**src/rtl/axilite_slave_regfile.sv**
```systemverilog
// AXI4-Lite slave register file.
// Register 0 is a read-only ID; registers 1..NUM_REGS-1 are read/write and
// are exported on reg_o with a one-cycle wr_pulse_o strobe per committed write.
// Write and read channels run independently, one transaction outstanding each.
// Optional feature macro: AXIL_SLV_ERR_RESP_EN
//   defined   : out-of-window accesses and writes to register 0 answer SLVERR,
//               out-of-window reads return 32'hDEADBEEF.
//   undefined : every response is OKAY, out-of-window reads return 0.
module axilite_slave_regfile #(
    parameter int                ADDR_W    = 32,
    parameter logic [ADDR_W-1:0] BASE_ADDR = 32'h44A00000,
    parameter int                NUM_REGS  = 16,
    parameter logic [31:0]       ID_VALUE  = 32'h01234567
) (
    input  logic                     clk,
    input  logic                     rst,
    input  logic [ADDR_W-1:0]        s_axi_awaddr,
    input  logic                     s_axi_awvalid,
    output logic                     s_axi_awready,
    input  logic [31:0]              s_axi_wdata,
    input  logic [3:0]               s_axi_wstrb,
    input  logic                     s_axi_wvalid,
    output logic                     s_axi_wready,
    output logic [1:0]               s_axi_bresp,
    output logic                     s_axi_bvalid,
    input  logic                     s_axi_bready,
    input  logic [ADDR_W-1:0]        s_axi_araddr,
    input  logic                     s_axi_arvalid,
    output logic                     s_axi_arready,
    output logic [31:0]              s_axi_rdata,
    output logic [1:0]               s_axi_rresp,
    output logic                     s_axi_rvalid,
    input  logic                     s_axi_rready,
    output logic [NUM_REGS*32-1:0]   reg_o,
    output logic [NUM_REGS-1:0]      wr_pulse_o
);

    localparam int                IDX_W       = $clog2(NUM_REGS);
    localparam logic [ADDR_W-1:0] WIN_BYTES   = ADDR_W'(NUM_REGS * 4);
    localparam logic [1:0]        RESP_OKAY   = 2'b00;
    localparam logic [1:0]        RESP_SLVERR = 2'b10;
`ifdef AXIL_SLV_ERR_RESP_EN
    localparam logic [1:0]        MISS_RESP   = RESP_SLVERR;
    localparam logic [31:0]       MISS_DATA   = 32'hDEADBEEF;
`else
    localparam logic [1:0]        MISS_RESP   = RESP_OKAY;
    localparam logic [31:0]       MISS_DATA   = 32'h0;
`endif

    typedef enum logic [1:0] {W_IDLE, W_GOT_AW, W_GOT_W, W_RESP} w_state_t;
    typedef enum logic       {R_IDLE, R_DATA}                    r_state_t;

    w_state_t w_state, w_next;
    r_state_t r_state, r_next;

    logic [NUM_REGS-1:0][31:0] regs;
    logic                      active;
    logic [ADDR_W-1:0]         aw_addr_q;
    logic [31:0]               w_data_q;
    logic [3:0]                w_strb_q;

    logic aw_hs, w_hs, ar_hs, commit;
    logic [ADDR_W-1:0] wr_addr, wr_off, rd_off;
    logic [31:0]       wr_data;
    logic [3:0]        wr_strb;
    logic              wr_hit, rd_hit;
    logic [IDX_W-1:0]  wr_idx, rd_idx;
    logic [1:0]        wr_resp;

    // Readies are held low for the first cycle after reset so every output
    // matches the reset state on the edge that sampled rst.
    assign s_axi_awready = active && (w_state == W_IDLE || w_state == W_GOT_W);
    assign s_axi_wready  = active && (w_state == W_IDLE || w_state == W_GOT_AW);
    assign s_axi_bvalid  = (w_state == W_RESP);
    assign s_axi_arready = active && (r_state == R_IDLE);
    assign s_axi_rvalid  = (r_state == R_DATA);
    assign reg_o         = regs;

    assign aw_hs  = s_axi_awvalid && s_axi_awready;
    assign w_hs   = s_axi_wvalid  && s_axi_wready;
    assign ar_hs  = s_axi_arvalid && s_axi_arready;
    assign commit = (w_next == W_RESP) && (w_state != W_RESP);

    // The half of a split write that arrived first comes from its capture register.
    assign wr_addr = (w_state == W_GOT_AW) ? aw_addr_q : s_axi_awaddr;
    assign wr_data = (w_state == W_GOT_W)  ? w_data_q  : s_axi_wdata;
    assign wr_strb = (w_state == W_GOT_W)  ? w_strb_q  : s_axi_wstrb;

    assign wr_off = wr_addr - BASE_ADDR;
    assign wr_hit = (wr_addr >= BASE_ADDR) && (wr_off < WIN_BYTES);
    assign wr_idx = wr_off[IDX_W+1:2];
    assign rd_off = s_axi_araddr - BASE_ADDR;
    assign rd_hit = (s_axi_araddr >= BASE_ADDR) && (rd_off < WIN_BYTES);
    assign rd_idx = rd_off[IDX_W+1:2];

`ifdef AXIL_SLV_ERR_RESP_EN
    assign wr_resp = (wr_hit && wr_idx != '0) ? RESP_OKAY : RESP_SLVERR;
`else
    assign wr_resp = RESP_OKAY;
`endif

    // Write channel next-state: accept AW and W in either order, then respond.
    always_comb begin
        // NOTE: assigning a default before the case keeps this block free of latches.
        w_next = w_state;
        case (w_state)
            W_IDLE: begin
                if (aw_hs && w_hs) w_next = W_RESP;
                else if (aw_hs)    w_next = W_GOT_AW;
                else if (w_hs)     w_next = W_GOT_W;
            end
            W_GOT_AW: if (w_hs)         w_next = W_RESP;
            W_GOT_W:  if (aw_hs)        w_next = W_RESP;
            W_RESP:   if (s_axi_bready) w_next = W_IDLE;
            default:                    w_next = W_IDLE;
        endcase
    end

    // Read channel next-state: one beat per AR, held until rready.
    always_comb begin
        r_next = r_state;
        case (r_state)
            R_IDLE:  if (ar_hs)        r_next = R_DATA;
            R_DATA:  if (s_axi_rready) r_next = R_IDLE;
            default:                   r_next = R_IDLE;
        endcase
    end

    // State registers and the post-reset ready enable.
    always_ff @(posedge clk) begin
        // NOTE: sequential state uses <= so every flop sees pre-edge values; this is
        // also why a read and a write to the same register on one edge returns old data.
        if (rst) begin
            w_state <= W_IDLE;
            r_state <= R_IDLE;
            active  <= 1'b0;
        end else begin
            w_state <= w_next;
            r_state <= r_next;
            active  <= 1'b1;
        end
    end

    // Capture the first half of a split write.
    always_ff @(posedge clk) begin
        // NOTE: pure datapath capture, only read after its own handshake, so no reset.
        if (aw_hs) aw_addr_q <= s_axi_awaddr;
        if (w_hs) begin
            w_data_q <= s_axi_wdata;
            w_strb_q <= s_axi_wstrb;
        end
    end

    // Register array, write response and per-register write strobes.
    always_ff @(posedge clk) begin
        // NOTE: the register array is visible on reg_o, so unlike a RAM it is reset.
        if (rst) begin
            regs        <= '0;
            regs[0]     <= ID_VALUE;
            s_axi_bresp <= RESP_OKAY;
            wr_pulse_o  <= '0;
        end else begin
            wr_pulse_o <= '0;
            if (commit) begin
                s_axi_bresp <= wr_resp;
                if (wr_hit && wr_idx != '0) begin
                    for (int b = 0; b < 4; b++) begin
                        if (wr_strb[b]) regs[wr_idx][8*b +: 8] <= wr_data[8*b +: 8];
                    end
                    wr_pulse_o[wr_idx] <= 1'b1;
                end
            end
        end
    end

    // Read data and response, captured on the AR handshake and held until rready.
    always_ff @(posedge clk) begin
        if (rst) begin
            s_axi_rdata <= '0;
            s_axi_rresp <= RESP_OKAY;
        end else if (ar_hs) begin
            if (rd_hit) begin
                s_axi_rdata <= regs[rd_idx];
                s_axi_rresp <= RESP_OKAY;
            end else begin
                s_axi_rdata <= MISS_DATA;
                s_axi_rresp <= MISS_RESP;
            end
        end
    end

endmodule

```
**config.mk**
```make
export PLATFORM = sky130hd
export DESIGN_NAME = axilite_slave_regfile
export DESIGN_NICKNAME = d
export VERILOG_FILES = /design/src/rtl/axilite_slave_regfile.sv
export SDC_FILE = /design/constraint.sdc
export NUM_CORES = 1
export LEC_CHECK = 0
export BUFFER_PORTS_ARGS = -buffer_cell sky130_fd_sc_hd__buf_2
export CORE_AREA = 2 2 263 265
export DETAILED_ROUTE_END_ITERATION = 10
export DIE_AREA = 0 0 265 267
export GPL_ROUTABILITY_DRIVEN = 0
export SYNTH_ARGS = -nofsm -noshare
export SYNTH_HDL_FRONTEND = slang
export SYNTH_SLANG_ARGS = --single-unit
```
**constraint.sdc**
```tcl
create_clock -name clk -period 9.21 [get_ports clk]
set_clock_uncertainty 0.05 [all_clocks]
set_input_delay 0 -clock clk [delete_from_list [all_inputs] [get_ports clk]]
set_output_delay 0 -clock clk [all_outputs]
set_load 0.03 [all_outputs]
```
==> flow_summary.json <==
{
  "cts_tree": "done",
  "power_frac_comb_pct": 6.5,
  "fp.dieW_um": 265,
  "cpMaxStageDelayCell": "buf_4",
  "finalWirelength_mm": 102,
  "fmax_mhz": 197,
  "numPortBuffers": 667,
  "seq_power_share_pct": 46.3,
  "cts_hold_repair.buffers": 70,
  "clkPwrFrac_pct": 47.1,
  "synthCells": 2436,
  "ios": 676,
  "tightest_slew_ps": 1130,
  "p_sw_mw": 1.46,
  "netlist_area_um2": 28200,
  "synth_top_area_cell": "dfxtp_1",
  "maxSlewViolCount": 0,
  "synth_top_flop_cell": "dfxtp_1",
  "cts.clk_slew.worst_paths_ps": 60,
  "grt_max_degree": 212,
  "ys_async_sr_fraction_pct": 0,
  "nets": 3198,
  "ys_types": 62,
  "cts_resized": 0,
  "setup.worst_path.start_class": "flip-flop",
  "avgSynthCellArea_um2": 11.6,
  "placed_area_um2": 32000,
  "crit_family": "buffers and inverters",
  "synthTopCellsByArea": "dfxtp_1 40%, mux2i_1 17%, mux4_2 13%",
  "ir_worst_vdd_v": 0.000119,
  "finalCritPeriodShare_pct": 55.2,
  "cap_violations": 0,
  "cp_common_cell": "buf_4",
  "drc": 0,
  "dp_slack_ps": 4220,
  "status": "completed",
  "drt-pass1-iter-count": 5,
  "drive_gt1_share_pct": 33.9,
  "htreeDepth": 3,
  "required_ps": 9650,
  "setup_tns_ps": 0,
  "dieArea_um2": 70800,
  "p_per_area_nw_per_um2": 172,
  "path_max_fanout": 45,
  "hold_viol": 0,
  "final_core_util_pct": 51.5,
  "yosysWarnings": 0,
  "period_minus_slack_ps": 5090,
  "worstSkewPairLatency_ps": 610,
  "track_usage_pct": 28.0,
  "vias_per_cell": 5.56,
  "synth.top_cell.area_share_pct": 40.0,
  "syn2layout_area_growth_pct": 24.2,
  "drtIter0Drc": 1632,
  "p_leak_nw": 17.8,
  "power_mw": 6.04,
  "critPathCaptureType": "flip-flop",
  "numCtsBuffers": 70,
  "ant_nets": 0,
  "rows": 96,
  "start_util_pct": 41.5,
  "synth_edf_count": 66,
  "max_stage_delay_ps": 810,
  "cts-root-buf": "clkbuf_16",
  "fp.coreArea_um2": 68000,
  "grt-ovfl-total": 0,
  "synth_seq_area_share_pct": 47.1,
  "rrSetupSlack_ps": 4120,
  "postLayoutSetupSlackWorst_ps": 4120,
  "num_vias": 22400,
  "cts.sinks": 630,
  "grt_pass1_wl_mm": 148,
  "path_cells": "nand2b_1, buf_4, mux2i_1, ha_1, nor3_1, o32a_1, o21ai_4, buf_4, buf_4, nand4_4, mux2i_1",
  "place_hpwl_mm": 68.9,
  "path_buf_inv": 3,
  "setup_violations": 0,
  "p_int_mw": 4.57,
  "synth-seq-cells": 630,
  "antenna_found_initial": 6,
  "min_path_type": "in2reg",
  "cts_buffer_depth": 3,
  "fin_area_um2": 35000,
  "die_h_um": 267,
  "relSlewSlack_pct": 24.7,
  "cp.arrival_ps": 5530,
  "switching_share_pct": 24.3,
  "rsz0062_at_grt": "no",
  "post_cts_buffers": 0,
  "critical_path_class": "reg2reg",
  "wl_per_cell_um": 25.5,
  "first_global_vias": 21800
}
==> cell usage after synthesis, drive strengths merged (3+ instances only) <==
cell type	count
a211oi	4
a21oi	39
a31oi	12
and4b	15
buf	44
clkbuf	137
dfxtp	564
edfxtp	66
inv	11
mux2i	492
mux4	160
nand2	660
nand2b	5
nand4	65
nor2	23
nor2b	26
nor3	8
nor3b	8
nor4	9
nor4b	4
nor4bb	3
o21ai	6
or2	12
or3b	32
or4	4
==> worst paths after layout <==
check / cells past startpoint / end / startpoint
worst max-delay path: 11 / reg_o[495]$_SDFFE_PP0P_ / w_state[1]$_SDFF_PP0_
worst max register to register: 11 / reg_o[495]$_SDFFE_PP0P_ / w_state[1]$_SDFF_PP0_
worst min register to register: 2 / s_axi_rdata[6]$_SDFFE_PP0P_ / s_axi_rdata[6]$_SDFFE_PP0P_
worst min-delay path: 2 / w_data_q[26]$_DFFE_PP_ / s_axi_wdata[26]
==> metrics by stage <==
step,hold WS [ps],cells
global placement,142,3829
finish,65.1,4027
floorplan,46.6,2440
global route,53.4,4027
CTS,26.2,4024
detailed placement,142,3829
==> layout by cell type (no fill, tap or decap), drive strengths merged, types with 2 or more instances in the layout <==
cell type and instances:
a2111oi 2, a211oi 4, a21oi 39, a31oi 12, and2 2, and4b 15, buf 688, bufinv 5
clkbuf 94, clkinv 22, conb 5, dfxtp 564, diode 3, dlygate4sd3 70, edfxtp 66, ha 2
inv 16, mux2 2, mux2i 492, mux4 160, nand2 660, nand2b 5, nand4 65, nor2 23
nor2b 26, nor3 8, nor3b 8, nor4 9, nor4b 4, nor4bb 3, o2111ai 2, o211ai 2
o21a 2, o21ai 6, o32ai 2, or2 12, or3b 32, or4 4
==> power groups by stage <==
stage                     Sequential [mW]  Clock, mW  Combinational [mW]
after floorplan                      2.85          0               0.265
after global placement               2.86          0               0.360
after detailed placement             2.86          0               0.369
after CTS                            2.80       2.89               0.396
after global routing                 2.80       2.99               0.422
final                                2.80       2.85               0.394
==> routing by layer <==
| layer | GRT usage, % | part of all wire, % |
|---|---|---|
| met5 | 0 | 0.026 |
| met4 | 11.0 | 3.9 |
| met3 | 5.18 | 6.2 |
| met2 | 46.5 | 48 |
| met1 | 36.2 | 42 |
==> state kept, by name (all words and copies together), names as in the netlist <==
register / flops
wr_pulse_o: 16
s_axi_rdata: 32
w_strb_q: 4
s_axi_rvalid: 1
active: 1
aw_addr_q: 30
w_state: 2
w_data_q: 32
reg_o: 512
==> cells by family after synthesis <==
group           synth area share, %
simple gates                   17.5
mux                            30.3
flops                          47.1
buf+inv                        3.32
compound gates                 1.70
fa+ha+maj                    0.0887
other cells                  0.0133
==> area by class of cell <==
class | instances | area [um^2]
diodes | 3 | 7.51
repair buffers | 758 | 4230
flip-flops and latches | 630 | 13300
fillers | 6086 | 33000
multi-input cells | 1617 | 14000
well taps | 882 | 1100
clock inverters | 31 | 324
clock buffers | 94 | 1990
inverters | 12 | 52.6
Note: power is estimated with default switching activity, not from simulation.
